[src/rtl/reg_writeback_queue_if.sv]
// reg_writeback_queue_if
//   Bundles every non-clock/reset signal of the register write-back queue.
//   slave  : the queue itself (takes results, drives the register file write port,
//            the forwarding results, the pending scoreboard and the occupancy count)
//   master : the surrounding pipeline / testbench driving results, stall and read
//            addresses.
//   Signal groups:
//     mem_*                      memory-path result handshake
//     alu_*                      ALU result handshake
//     rf_stall                   hold the dequeue side
//     writeEn/writeAddr/writeData registered register-file write port
//     readAddr1/2, fwd_*         decode bypass lookup
//     pending, count             scoreboard and FIFO occupancy
interface reg_writeback_queue_if #(
  parameter int DATA_W = 16,
  parameter int ADDR_W = 3,
  parameter int DEPTH  = 4
);
  localparam int CW = $clog2(DEPTH) + 1;

  logic              mem_valid;
  logic [ADDR_W-1:0] mem_addr;
  logic [DATA_W-1:0] mem_data;
  logic              mem_ready;

  logic              alu_valid;
  logic [ADDR_W-1:0] alu_addr;
  logic [DATA_W-1:0] alu_data;
  logic              alu_ready;

  logic              rf_stall;

  logic              writeEn;
  logic [ADDR_W-1:0] writeAddr;
  logic [DATA_W-1:0] writeData;

  logic [ADDR_W-1:0] readAddr1;
  logic [ADDR_W-1:0] readAddr2;
  logic              fwd_hit1;
  logic [DATA_W-1:0] fwd_data1;
  logic              fwd_hit2;
  logic [DATA_W-1:0] fwd_data2;

  logic [(2**ADDR_W)-1:0] pending;
  logic [CW-1:0]          count;

  modport slave (
    input  mem_valid, mem_addr, mem_data,
    output mem_ready,
    input  alu_valid, alu_addr, alu_data,
    output alu_ready,
    input  rf_stall,
    output writeEn, writeAddr, writeData,
    input  readAddr1, readAddr2,
    output fwd_hit1, fwd_data1, fwd_hit2, fwd_data2,
    output pending, count
  );

  modport master (
    output mem_valid, mem_addr, mem_data,
    input  mem_ready,
    output alu_valid, alu_addr, alu_data,
    input  alu_ready,
    output rf_stall,
    input  writeEn, writeAddr, writeData,
    output readAddr1, readAddr2,
    input  fwd_hit1, fwd_data1, fwd_hit2, fwd_data2,
    input  pending, count
  );
endinterface

[src/rtl/reg_writeback_queue.sv]
// reg_writeback_queue
//   In-order write-back FIFO in front of the register file. Accepts up to two
//   results per cycle (memory path older than ALU path), drains one per cycle onto
//   the registered write port, and exposes a pending-register scoreboard plus
//   newest-value forwarding for two decode read addresses.
//   Ports:
//     clk    rising-edge clock
//     reset  synchronous, active-high reset
//     bus    reg_writeback_queue_if.slave (all handshake, write port, forwarding,
//            pending and count signals)
module reg_writeback_queue #(
  parameter int DATA_W = 16,
  parameter int ADDR_W = 3,
  parameter int DEPTH  = 4
) (
  input logic                  clk,
  input logic                  reset,
  reg_writeback_queue_if.slave bus
);
  localparam int PW = $clog2(DEPTH);
  localparam int CW = PW + 1;
  localparam int NR = 2 ** ADDR_W;

  localparam logic [CW-1:0] DEPTH_M1 = CW'(DEPTH - 1);
  localparam logic [CW-1:0] DEPTH_M2 = CW'(DEPTH - 2);

  typedef struct packed {
    logic [ADDR_W-1:0] addr;
    logic [DATA_W-1:0] data;
  } entry_t;

  entry_t            mem_q [DEPTH];
  entry_t            mem_d [DEPTH];
  logic [PW-1:0]     wr_ptr_q, wr_ptr_d;
  logic [PW-1:0]     rd_ptr_q, rd_ptr_d;
  logic [CW-1:0]     count_q, count_d;
  logic              write_en_q, write_en_d;
  logic [ADDR_W-1:0] write_addr_q, write_addr_d;
  logic [DATA_W-1:0] write_data_q, write_data_d;

  logic mem_ready, alu_ready;
  logic mem_acc, alu_acc, deq;

  // Readiness looks only at the registered count; a same-cycle dequeue earns no
  // credit, so an enqueue can never land on the slot being popped.
  assign mem_ready = (count_q <= DEPTH_M1);
  assign alu_ready = (count_q <= DEPTH_M2) || ((count_q == DEPTH_M1) && !bus.mem_valid);
  assign mem_acc   = bus.mem_valid && mem_ready;
  assign alu_acc   = bus.alu_valid && alu_ready;
  assign deq       = (count_q != '0) && !bus.rf_stall;

  // Next-state for storage, pointers, count and the output stage.
  always_comb begin
    // NOTE: every variable gets a default before any branch, otherwise an
    // unassigned path in always_comb infers a latch.
    mem_d        = mem_q;
    wr_ptr_d     = wr_ptr_q + PW'(mem_acc) + PW'(alu_acc);
    rd_ptr_d     = rd_ptr_q;
    count_d      = count_q + CW'(mem_acc) + CW'(alu_acc) - CW'(deq);
    write_en_d   = deq;
    write_addr_d = write_addr_q;
    write_data_d = write_data_q;

    // The memory result is older, so it takes the first free slot.
    if (mem_acc) mem_d[wr_ptr_q] = '{addr: bus.mem_addr, data: bus.mem_data};
    if (alu_acc) mem_d[wr_ptr_q + PW'(mem_acc)] = '{addr: bus.alu_addr, data: bus.alu_data};

    if (deq) begin
      rd_ptr_d     = rd_ptr_q + PW'(1);
      write_addr_d = mem_q[rd_ptr_q].addr;
      write_data_d = mem_q[rd_ptr_q].data;
    end
  end

  // NOTE: sequential state uses non-blocking assignments so every flop samples
  // the pre-edge value regardless of statement order.
  always_ff @(posedge clk) begin
    if (reset) begin
      wr_ptr_q     <= '0;
      rd_ptr_q     <= '0;
      count_q      <= '0;
      write_en_q   <= 1'b0;
      write_addr_q <= '0;
      write_data_q <= '0;
    end else begin
      wr_ptr_q     <= wr_ptr_d;
      rd_ptr_q     <= rd_ptr_d;
      count_q      <= count_d;
      write_en_q   <= write_en_d;
      write_addr_q <= write_addr_d;
      write_data_q <= write_data_d;
    end
  end

  // NOTE: the storage array is deliberately not reset; validity comes from
  // count/rd_ptr, so stale contents are never observed and the array can map
  // onto plain flops or a small RAM without reset wiring.
  always_ff @(posedge clk) begin
    mem_q <= mem_d;
  end

  // Forwarding and scoreboard. Output stage is the oldest candidate, then queue
  // entries oldest->newest; later matches overwrite earlier ones, so the newest
  // value wins.
  logic              hit1, hit2;
  logic [DATA_W-1:0] fdata1, fdata2;
  logic [NR-1:0]     pend;
  logic [PW-1:0]     idx;

  always_comb begin
    hit1   = 1'b0;
    hit2   = 1'b0;
    fdata1 = '0;
    fdata2 = '0;
    pend   = '0;
    idx    = '0;

    if (write_en_q && (write_addr_q == bus.readAddr1)) begin
      hit1   = 1'b1;
      fdata1 = write_data_q;
    end
    if (write_en_q && (write_addr_q == bus.readAddr2)) begin
      hit2   = 1'b1;
      fdata2 = write_data_q;
    end

    for (int i = 0; i < DEPTH; i++) begin
      idx = rd_ptr_q + PW'(i);
      if (CW'(i) < count_q) begin
        pend[mem_q[idx].addr] = 1'b1;
        if (mem_q[idx].addr == bus.readAddr1) begin
          hit1   = 1'b1;
          fdata1 = mem_q[idx].data;
        end
        if (mem_q[idx].addr == bus.readAddr2) begin
          hit2   = 1'b1;
          fdata2 = mem_q[idx].data;
        end
      end
    end
  end

  assign bus.mem_ready = mem_ready;
  assign bus.alu_ready = alu_ready;
  assign bus.writeEn   = write_en_q;
  assign bus.writeAddr = write_addr_q;
  assign bus.writeData = write_data_q;
  assign bus.fwd_hit1  = hit1;
  assign bus.fwd_data1 = fdata1;
  assign bus.fwd_hit2  = hit2;
  assign bus.fwd_data2 = fdata2;
  assign bus.pending   = pend;
  assign bus.count     = count_q;
endmodule
[src/flat_wrapper.sv]
// flat-port wrapper written by rule: the top's interface ports become plain ports
module reg_writeback_queue_flat 
#(
  parameter int DATA_W = 16,
  parameter int ADDR_W = 3,
  parameter int DEPTH  = 4
)
  (clk, reset, bus_mem_valid, bus_mem_addr, bus_mem_data, bus_mem_ready, bus_alu_valid, bus_alu_addr, bus_alu_data, bus_alu_ready, bus_rf_stall, bus_writeEn, bus_writeAddr, bus_writeData, bus_readAddr1, bus_readAddr2, bus_fwd_hit1, bus_fwd_data1, bus_fwd_hit2, bus_fwd_data2, bus_pending, bus_count);
  reg_writeback_queue_if #(.DATA_W(DATA_W), .ADDR_W(ADDR_W), .DEPTH(DEPTH)) bus_i ();
  input logic clk;
  input logic reset;
  input wire logic [$bits(bus_i.mem_valid)-1:0] bus_mem_valid;
  input wire logic [$bits(bus_i.mem_addr)-1:0] bus_mem_addr;
  input wire logic [$bits(bus_i.mem_data)-1:0] bus_mem_data;
  output wire logic [$bits(bus_i.mem_ready)-1:0] bus_mem_ready;
  input wire logic [$bits(bus_i.alu_valid)-1:0] bus_alu_valid;
  input wire logic [$bits(bus_i.alu_addr)-1:0] bus_alu_addr;
  input wire logic [$bits(bus_i.alu_data)-1:0] bus_alu_data;
  output wire logic [$bits(bus_i.alu_ready)-1:0] bus_alu_ready;
  input wire logic [$bits(bus_i.rf_stall)-1:0] bus_rf_stall;
  output wire logic [$bits(bus_i.writeEn)-1:0] bus_writeEn;
  output wire logic [$bits(bus_i.writeAddr)-1:0] bus_writeAddr;
  output wire logic [$bits(bus_i.writeData)-1:0] bus_writeData;
  input wire logic [$bits(bus_i.readAddr1)-1:0] bus_readAddr1;
  input wire logic [$bits(bus_i.readAddr2)-1:0] bus_readAddr2;
  output wire logic [$bits(bus_i.fwd_hit1)-1:0] bus_fwd_hit1;
  output wire logic [$bits(bus_i.fwd_data1)-1:0] bus_fwd_data1;
  output wire logic [$bits(bus_i.fwd_hit2)-1:0] bus_fwd_hit2;
  output wire logic [$bits(bus_i.fwd_data2)-1:0] bus_fwd_data2;
  output wire logic [$bits(bus_i.pending)-1:0] bus_pending;
  output wire logic [$bits(bus_i.count)-1:0] bus_count;
  assign bus_i.mem_valid = bus_mem_valid;
  assign bus_i.mem_addr = bus_mem_addr;
  assign bus_i.mem_data = bus_mem_data;
  assign bus_mem_ready = bus_i.mem_ready;
  assign bus_i.alu_valid = bus_alu_valid;
  assign bus_i.alu_addr = bus_alu_addr;
  assign bus_i.alu_data = bus_alu_data;
  assign bus_alu_ready = bus_i.alu_ready;
  assign bus_i.rf_stall = bus_rf_stall;
  assign bus_writeEn = bus_i.writeEn;
  assign bus_writeAddr = bus_i.writeAddr;
  assign bus_writeData = bus_i.writeData;
  assign bus_i.readAddr1 = bus_readAddr1;
  assign bus_i.readAddr2 = bus_readAddr2;
  assign bus_fwd_hit1 = bus_i.fwd_hit1;
  assign bus_fwd_data1 = bus_i.fwd_data1;
  assign bus_fwd_hit2 = bus_i.fwd_hit2;
  assign bus_fwd_data2 = bus_i.fwd_data2;
  assign bus_pending = bus_i.pending;
  assign bus_count = bus_i.count;
  reg_writeback_queue #(.DATA_W(DATA_W), .ADDR_W(ADDR_W), .DEPTH(DEPTH)) u_core (.clk(clk), .reset(reset), .bus(bus_i));
endmodule
[config.mk]
export PLATFORM = sky130hd
export DESIGN_NAME = reg_writeback_queue_flat
export DESIGN_NICKNAME = d
export VERILOG_FILES = /design/src/rtl/reg_writeback_queue_if.sv /design/src/rtl/reg_writeback_queue.sv /design/src/flat_wrapper.sv
export SDC_FILE = /design/constraint.sdc
export NUM_CORES = 1
export LEC_CHECK = 0
export CORE_MARGIN = 2
export CORE_UTILIZATION = 25
export CTS_CLUSTER_SIZE = 40
export DETAILED_ROUTE_END_ITERATION = 8
export PLACE_DENSITY_LB_ADDON = 0.1
export SLEW_MARGIN = 20
export SYNTH_ARGS = -nofsm -noshare
export SYNTH_HDL_FRONTEND = slang
export SYNTH_SLANG_ARGS = --single-unit
[constraint.sdc]
create_clock -name clk -period 5.1 [get_ports clk]
set_input_delay 1.02 -clock clk [delete_from_list [all_inputs] [get_ports clk]]
set_output_delay 1.02 -clock clk [all_outputs]
set_load 0.01 [all_outputs]
## Word level (Yosys, flattened, before mapping)

Index checks and enable logic that the tools add are counted.

| cells by class | value |
|---|---|
| mux-type cells | 68 |
| $add $sub $neg | 8 |
| $lt $le $gt $ge | 22 |
| equality and inequality tests | 11 |
| bitwise logic cells | 9 |
| reductions and logical operators | 16 |

Operator list:

| operator | number |
|---|---|
| 16-bit two-way mux | 18 |
| 19-bit two-way mux | 10 |
| 19-bit binary-select mux with 2-bit select | 4 |
| 76-bit bitwise mux | 2 |
| 76-bit two-way mux | 2 |
| 19-bit demux with 2-bit select | 2 |
| 8-bit two-way mux | 4 |
| 3-bit == test | 10 |
| 8-bit OR | 3 |
| 1-bit two-way mux | 22 |
| 3-bit greater-or-equal comparator, second input constant | 6 |
| 2-bit inverter with 3-bit output | 6 |
| 3-bit by 4-bit less-than comparator with 1-bit output, second input constant | 4 |
| 1-bit demux with 3-bit select | 4 |
| 3-bit by 1-bit greater-or-equal comparator with 1-bit output, second input constant | 4 |
| 1-bit logical AND | 12 |
| 3-bit by 1-bit adder with 3-bit output | 2 |
| 3-bit by 2-bit less-or-equal comparator with 1-bit output, second input constant | 2 |
| 1-bit by 3-bit less-than comparator with 1-bit output, first input constant | 2 |
| 2-bit by 3-bit less-than comparator with 1-bit output, first input constant | 2 |
| 3-bit by 1-bit less-than comparator with 1-bit output, second input constant | 2 |
| 2-bit by 1-bit adder with 2-bit output | 2 |
| 2-bit adder, second input constant | 2 |
| 3-bit by 2-bit == test with 1-bit output, second input constant | 1 |
| 5 further kinds | 6 |

| storage, ports and cells | value |
|---|---|
| register bits after elaboration | 103 |
| output and inout port bits | 67 |
| input bits | 49 |

## Logic depth before layout (Yosys ltp)

Gate-level depths: netlist of the first run.

| logic depth | value |
|---|---|
| depth after elaboration | 15 |
| mapped depth | 11 |
| depth with buffers taken out | 9 |

## Worst setup path after synthesis of the first run

OpenSTA, ideal clock, no wires.

| timing | value |
|---|---|
| path kind | input to output |
| from | input bus_readAddr1[1] |
| to | output bus_fwd_data1[10] |
| setup slack | 1.564 ns |
| buffers on the path | 2 |
| cell stages on the path | 7 |
| required time | 4.080 ns |
| arrival | 2.516 ns |
| cells stage by stage | clkbuf_1 xnor2_1 mux2i_1 nand4_4 buf_6 mux2i_1 a31o_1 |

| between the ends | value |
|---|---|
| cells in the longest elaborated chain, start to end | 11 |

Ends and longest elaborated chain:

| element | RTL line | RTL |
|---|---|---|
| start: declaration | flat_wrapper.sv:24 | `input wire logic [$bits(bus_i.readAddr1)-1:0] bus_readAddr1;` |
| 3-bit == test | reg_writeback_queue.sv:118 | `if (write_en_q && (write_addr_q == bus.readAddr1)) begin` |
| 1-bit logical AND | reg_writeback_queue.sv:118 |  |
| 16-bit two-way mux | reg_writeback_queue.sv:118 |  |
| 16-bit two-way mux | reg_writeback_queue.sv:131 | `if (mem_q[idx].addr == bus.readAddr1) begin` |
| 16-bit two-way mux | reg_writeback_queue.sv:129 | `if (CW'(i) < count_q) begin` |
| 16-bit two-way mux | reg_writeback_queue.sv:131 |  |
| 16-bit two-way mux | reg_writeback_queue.sv:129 |  |
| 16-bit two-way mux | reg_writeback_queue.sv:131 |  |
| 16-bit two-way mux | reg_writeback_queue.sv:129 |  |
| 16-bit two-way mux | reg_writeback_queue.sv:131 |  |
| 16-bit two-way mux * | reg_writeback_queue.sv:129 |  |
| end: declaration | flat_wrapper.sv:27 | `output wire logic [$bits(bus_i.fwd_data1)-1:0] bus_fwd_data1;` |

Every way passes the cells marked *; elsewhere a longest branch is shown, timed or not.

## Worst setup path after layout of the first run

| timing | value |
|---|---|
| from | input bus_readAddr1[1] |
| to | output bus_fwd_data1[4] |

The elaborated chain is that of the path after synthesis.

==> impl_metrics.toml, run 1 <==
[worst_setup_path]
cp-endpoint = "bus_fwd_data1[4]"
critical_path_depth = 7
rrSetupSlack_ns = 2.40
worst-path-max-fanout = 16
slowest_delay_ns = 0.65
reg2reg_from = "u_core.bus.count[1]"
cp-end-kind = "output pin"
critPathArrivalTime_ns = 3.68
crit_chain = "clkdlybuf4s50_1 > xnor2_1 > mux2i_1 > nand4_4 > mux2i_1 > a31o_1 > clkdlybuf4s50_1"
path_class = "primary input to output pin"
cp_num_buf_inv = 2
crit_required_ns = 4.08
start_kind = "primary input"
critical-path-top-delay-family = "buffers and inverters"
crit_slowest_cell = "clkdlybuf4s50_1"
crit_start = "bus_readAddr1[1]"
reg2reg_depth = 8
timing.rr.end = "u_core.mem_q[9]"

[timing]
drv_slew = 0
min_period_over_period_pct = 92.22
period_needed_ns = 4.703
hold_violations = 0
relSlewSlack_pct = 53.81
worst_pin_slew_ns = 0.6914
fmax_mhz = 212.6
setup_viol = 0
grt_setup_unrepaired = "no"
clock_skew_ns = 0.008409
whs_ns = 0.5024
timing.setup.tns_ns = 0

[place]
gp_congestion = 0.8098
dp_hpwl_um = 20730
placed_area_um2 = 9490
io_buffers = 115

[clock_network]
numClockSinks = 103
cts_max_level = 3
cts_resized = 0
hold_buffers = 0
cts_tree = "done"
clk_path_buf_depth = 2
clkTransAtPathRegs_ns = 0.09
clock_latency_ns = 0.36
root_buffer = "clkbuf_16"
postCtsSetupRepairBufs = 0
numCtsBuffers = 9

[grt]
grt_pass1_wl_um = 42580
grt_overflow_total = 0
antenna_found_initial = 0
grt_pass1_vias = 6512
gr-usage-all-layers_pct = 16.49
grt_max_degree = 67

[die]
pin_count = 116
core-area_um2 = 31640
die-area_um2 = 33610
fp.dieH_um = 183.3
rows = 65
start_util_pct = 25.41
dieWidth_um = 183.3

[power]
combPwrFrac_pct = 65.2
power.density_nw_per_um2 = 716.3
swShare_pct = 46.32
ir_drop_uv = 218.8
power_frac_clock_pct = 10.6
pwr-share-seq_pct = 24.2
internal_power_mw = 3.767
leakage_nw = 3.627
total_power_mw = 7.017
switching_power_mw = 3.250

[logic_synthesis]
synth_ff_type = "dfxtp_1"
yosysSeqAreaShare_pct = 25.65
async_reset_ff_share_pct = 0
syn_avg_cell_area_um2 = 8.616
ys_ff_latch = 103
post_synth_num_cell_types = 49
synth_fp_nets = 989
yosysWarnings = 0
syn_area_um2 = 8039
syn_inst = 933
synth_edf_count = 0

[min_path]
hold_class = "register to register"
worstHoldStart = "u_core.bus.writeData[6]"

[status]
status = "finished clean"

[drt]
wl_um = 27430
first_pass_iters = 5
viasPerCell = 4.979
vias = 7011
antenna_left = 0
post_drt_wl_per_cell_um = 19.48
drt-initial-drc-count = 608
drc = 0

[layout]
design_area_um2 = 9797
final_layout_size_suffix_gt1_share_pct = 12.13
final_cell_mix = "mux2i_1 (114), clkdlybuf4s50_1 (114), nand2_1 (112), a21oi_1 (112), dfxtp_1 (101)"
nNetsFinal = 1057
antenna_cells = 0
area_delta_synth_final_pct = 21.87

[run]
drv_cap = 0
## logic make-up (layout without fill, tap and decap cells)
family	after synthesis	in the layout	share of synthesized area [%]
AND/OR/NAND/NOR	263	263	14.65
adder cells (fa/ha/maj)	7	7	1.276
multiplexers	191	191	31.14
buffers and inverters	92	165	5.354
XOR/XNOR	35	35	4.000
AO/OA/AOI/OAI	242	242	17.93
flip-flops	103	103	25.65
## cell usage after synthesis, types with 6 or more instances
cell type  number  area share [%]
mux4_2         40              11
clkbuf_1       46             2.1
dfxtp_1       103              26
and2_1         17             1.3
mux2_1          8             1.1
o221ai_1        7            0.76
buf_2          17             1.1
a21oi_1       112             7.0
mux2_2         25             3.5
o22ai_1        16             1.2
inv_1          11            0.51
buf_6           6            0.84
xnor2_1        30             3.3
o21ai_0        65             4.0
nor2b_1         8            0.62
nand2_1       112             5.2
mux2i_1       114              14
nor2_1         90             4.2
a31o_1         16             1.7
a221o_1        16             2.0
buf_1           8            0.37
## worst register-to-register path: stages (launching register included)
cell and delay [ns]:
dfxtp_1 0.42, ha_1 0.17, nor2b_1 0.22, o21ai_0 0.15
a21boi_1 0.59, nand3_1 0.42, buf_4 0.38, nor2_1 0.16
a21oi_1 0.06
## state kept, by name, summed over array words and instances (netlist names)
register / flops
u_core.bus.count: 3
u_core.bus.writeAddr: 3
u_core.bus.writeData: 16
u_core.bus.writeEn: 1
u_core.mem_q: 76
u_core.rd_ptr_q: 2
u_core.wr_ptr_q: 2
## area by class of cell
cell class                 instances  area (µm²)
fill                            3354       21840
multi-input combinational        738        5552
sequential                       103        2067
timing repair buffer             137        1324
tap                              402       503.0
clock buffer                       9       225.2
clock inverter                     7       81.33
inverter                          12       45.04
## power groups by stage
| stage | sequential (mW) | combinational, mW | clock, mW |
|---|---|---|---|
| after global placement | 1.69 | 4.56 | 0 |
| after CTS | 1.69 | 4.59 | 0.773 |
| final | 1.70 | 4.57 | 0.743 |
| after detailed placement | 1.70 | 4.58 | 0 |
| after global routing | 1.77 | 5.02 | 0.793 |
| after floorplan | 1.51 | 3.08 | 0 |
## per-layer routing
layer	vias to the layer above	GRT usage, %	routed length (µm)
met5	-	0	0
met1	3316	27.88	15780
li1	3523	-	-
met4	0	3.360	215
met3	9	1.787	1113
met2	163	21.53	10320
## stage by stage
step	util, %	setup WS [ns]	instances
2_1_floorplan	-	1.564	933
3_3_place_gp	30.01	0.4261	1392
3_5_place_dp	30.00	0.3599	1392
4_1_cts	30.97	0.3677	1408
5_1_grt	30.97	0.2222	1408
6_report	30.97	0.3967	1408
## worst min-delay path by stage
stage	endpoint	slack, ns	depth (start not counted)
after floorplan	u_core.bus.writeData[0]	0.50	2
after global placement	u_core.bus.writeData[9]	0.48	2
after detailed placement	u_core.bus.writeData[13]	0.49	2
after CTS	u_core.bus.writeData[13]	0.50	2
after global routing	u_core.bus.writeData[2]	0.53	2
final	u_core.bus.writeData[6]	0.50	2
No activity file was read; power rests on OpenSTA's default activity.
==> run 2: changes to the inputs <==
Settings changed: PLACE_DENSITY set to 0.49, PLACE_DENSITY_LB_ADDON 0.1 to not set.
==> impl_metrics.toml, run 2 (same netlist as run 1, synthesis figures left out) <==
[status]
status = "finished clean"

[layout]
multi_input_area_um2 = 5567
seqCellArea_um2 = 2067
final_cell_mix = "mux2i_1 (114), clkdlybuf4s50_1 (114), nand2_1 (112), a21oi_1 (112), dfxtp_1 (101)"
nNetsFinal = 1055
largest_register = "u_core.mem_q"
area_delta_synth_final_pct = 22.33
final_layout_size_suffix_gt1_share_pct = 12.05
largest_register_ffs = 76
fill_cells = 3257

[clock_network]
cts_tree = "done"
clock_latency_ns = 0.36
numCtsBuffers = 9
clk_path_buf_depth = 2
postCtsSetupRepairBufs = 0
root_buffer = "clkbuf_16"
clkTransAtPathRegs_ns = 0.07
cts_max_level = 3
hold_buffers = 0
cts_resized = 0
numClockSinks = 103

[place]
dp_hpwl_um = 19880
gp_congestion = 0.8395
io_buffers = 115

[worst_setup_path]
cp-end-kind = "output pin"
crit_start = "bus_readAddr1[1]"
start_kind = "primary input"
crit_slowest_cell = "clkdlybuf4s50_1"
worst-path-max-fanout = 16
crit_chain = "clkdlybuf4s50_1 > xnor2_1 > mux2i_1 > nand4_4 > mux2i_1 > a31o_1 > clkdlybuf4s50_1"
slowest_delay_ns = 0.66
path_class = "primary input to output pin"
critical-path-top-delay-family = "buffers and inverters"
reg2reg_from = "u_core.bus.count[2]"
cp_num_buf_inv = 2
crit_required_ns = 4.08
critPathArrivalTime_ns = 3.77

[power]
leakage_nw = 3.633
total_power_mw = 7.003
ir_drop_uv = 219.6
power.density_nw_per_um2 = 712.1

[grt]
grt_pass1_wl_um = 40340
antenna_found_initial = 4
gr-usage-all-layers_pct = 15.41
grt_pass1_vias = 6354
grt_max_degree = 67
grt_overflow_total = 0

[die]
fp.dieH_um = 183.3
pin_count = 116
core-area_um2 = 31640
rows = 65
dieWidth_um = 183.3
die-area_um2 = 33610
start_util_pct = 25.41

[drt]
drt-initial-drc-count = 694
wl_um = 26170
viasPerCell = 5.053
drc = 0
antenna_left = 0
first_pass_iters = 5
post_drt_wl_per_cell_um = 18.60
vias = 7109

[timing]
min_period_over_period_pct = 93.91
fmax_mhz = 208.8
setup_viol = 0
period_needed_ns = 4.789
grt_setup_unrepaired = "no"
clock_skew_ns = 0.006502
timing.setup.tns_ns = 0
worst_pin_slew_ns = 0.8895
relSlewSlack_pct = 40.56
whs_ns = 0.4974
drv_slew = 0
hold_violations = 0

[min_path]
worstHoldStart = "u_core.bus.writeData[6]"
hold_class = "register to register"

[run]
drv_cap = 0
[run 2: worst paths after layout]
check                           slack (ns)  cells after the start                      end
worst max-delay path                  0.31                      7         bus_fwd_data1[6]
worst min-delay path                  0.50                      2  u_core.bus.writeData[6]
worst max register to register        2.30                     10      u_core.bus.count[2]
worst min register to register        0.50                      2  u_core.bus.writeData[6]
[run 2: tightest hold or removal path: stages (launching register included)]
cell and delay (ns):
dfxtp_1 0.34, nand2_1 0.06, a21oi_1 0.05
[run 2: report_power, final]
group | internal, mW | switching [mW] | leakage [nW] | total (mW)
registers | 1.22 | 0.475 | 0.864 | 1.69
logic | 2.21 | 2.31 | 2.61 | 4.52
clock network | 0.447 | 0.343 | 0.159 | 0.790
[run 2: area by class of cell]
class                      instances  share of cell area, %
clock buffer                      10                  2.430
inverter                          12                 0.4580
antenna                            1                0.02545
timing repair buffer             135                  13.44
multi-input combinational        738                  56.60
sequential                       103                  21.02
tap                              402                  5.115
clock inverter                     6                 0.9160
[run 2: layer usage]
layer  share of wire, %  vias up  GRT usage (%)
li1                   -     3526              -
met1                 52     3336          23.71
met2                 41      216          21.70
met3                6.5       23          3.554
met4               0.79        8          2.912
met5               0.19        -              0
[run 2: through the flow]
stage                     instances  setup WS [ns]  area, µm²  util (%)
after global placement         1390         0.3889       9508     30.05
after global routing           1406         0.1967       9832     31.08
final                          1407         0.3108       9834     31.09
after floorplan                 933          1.564       8039         -
after CTS                      1406         0.2979       9837     31.09
after detailed placement       1390         0.3190       9508     30.05
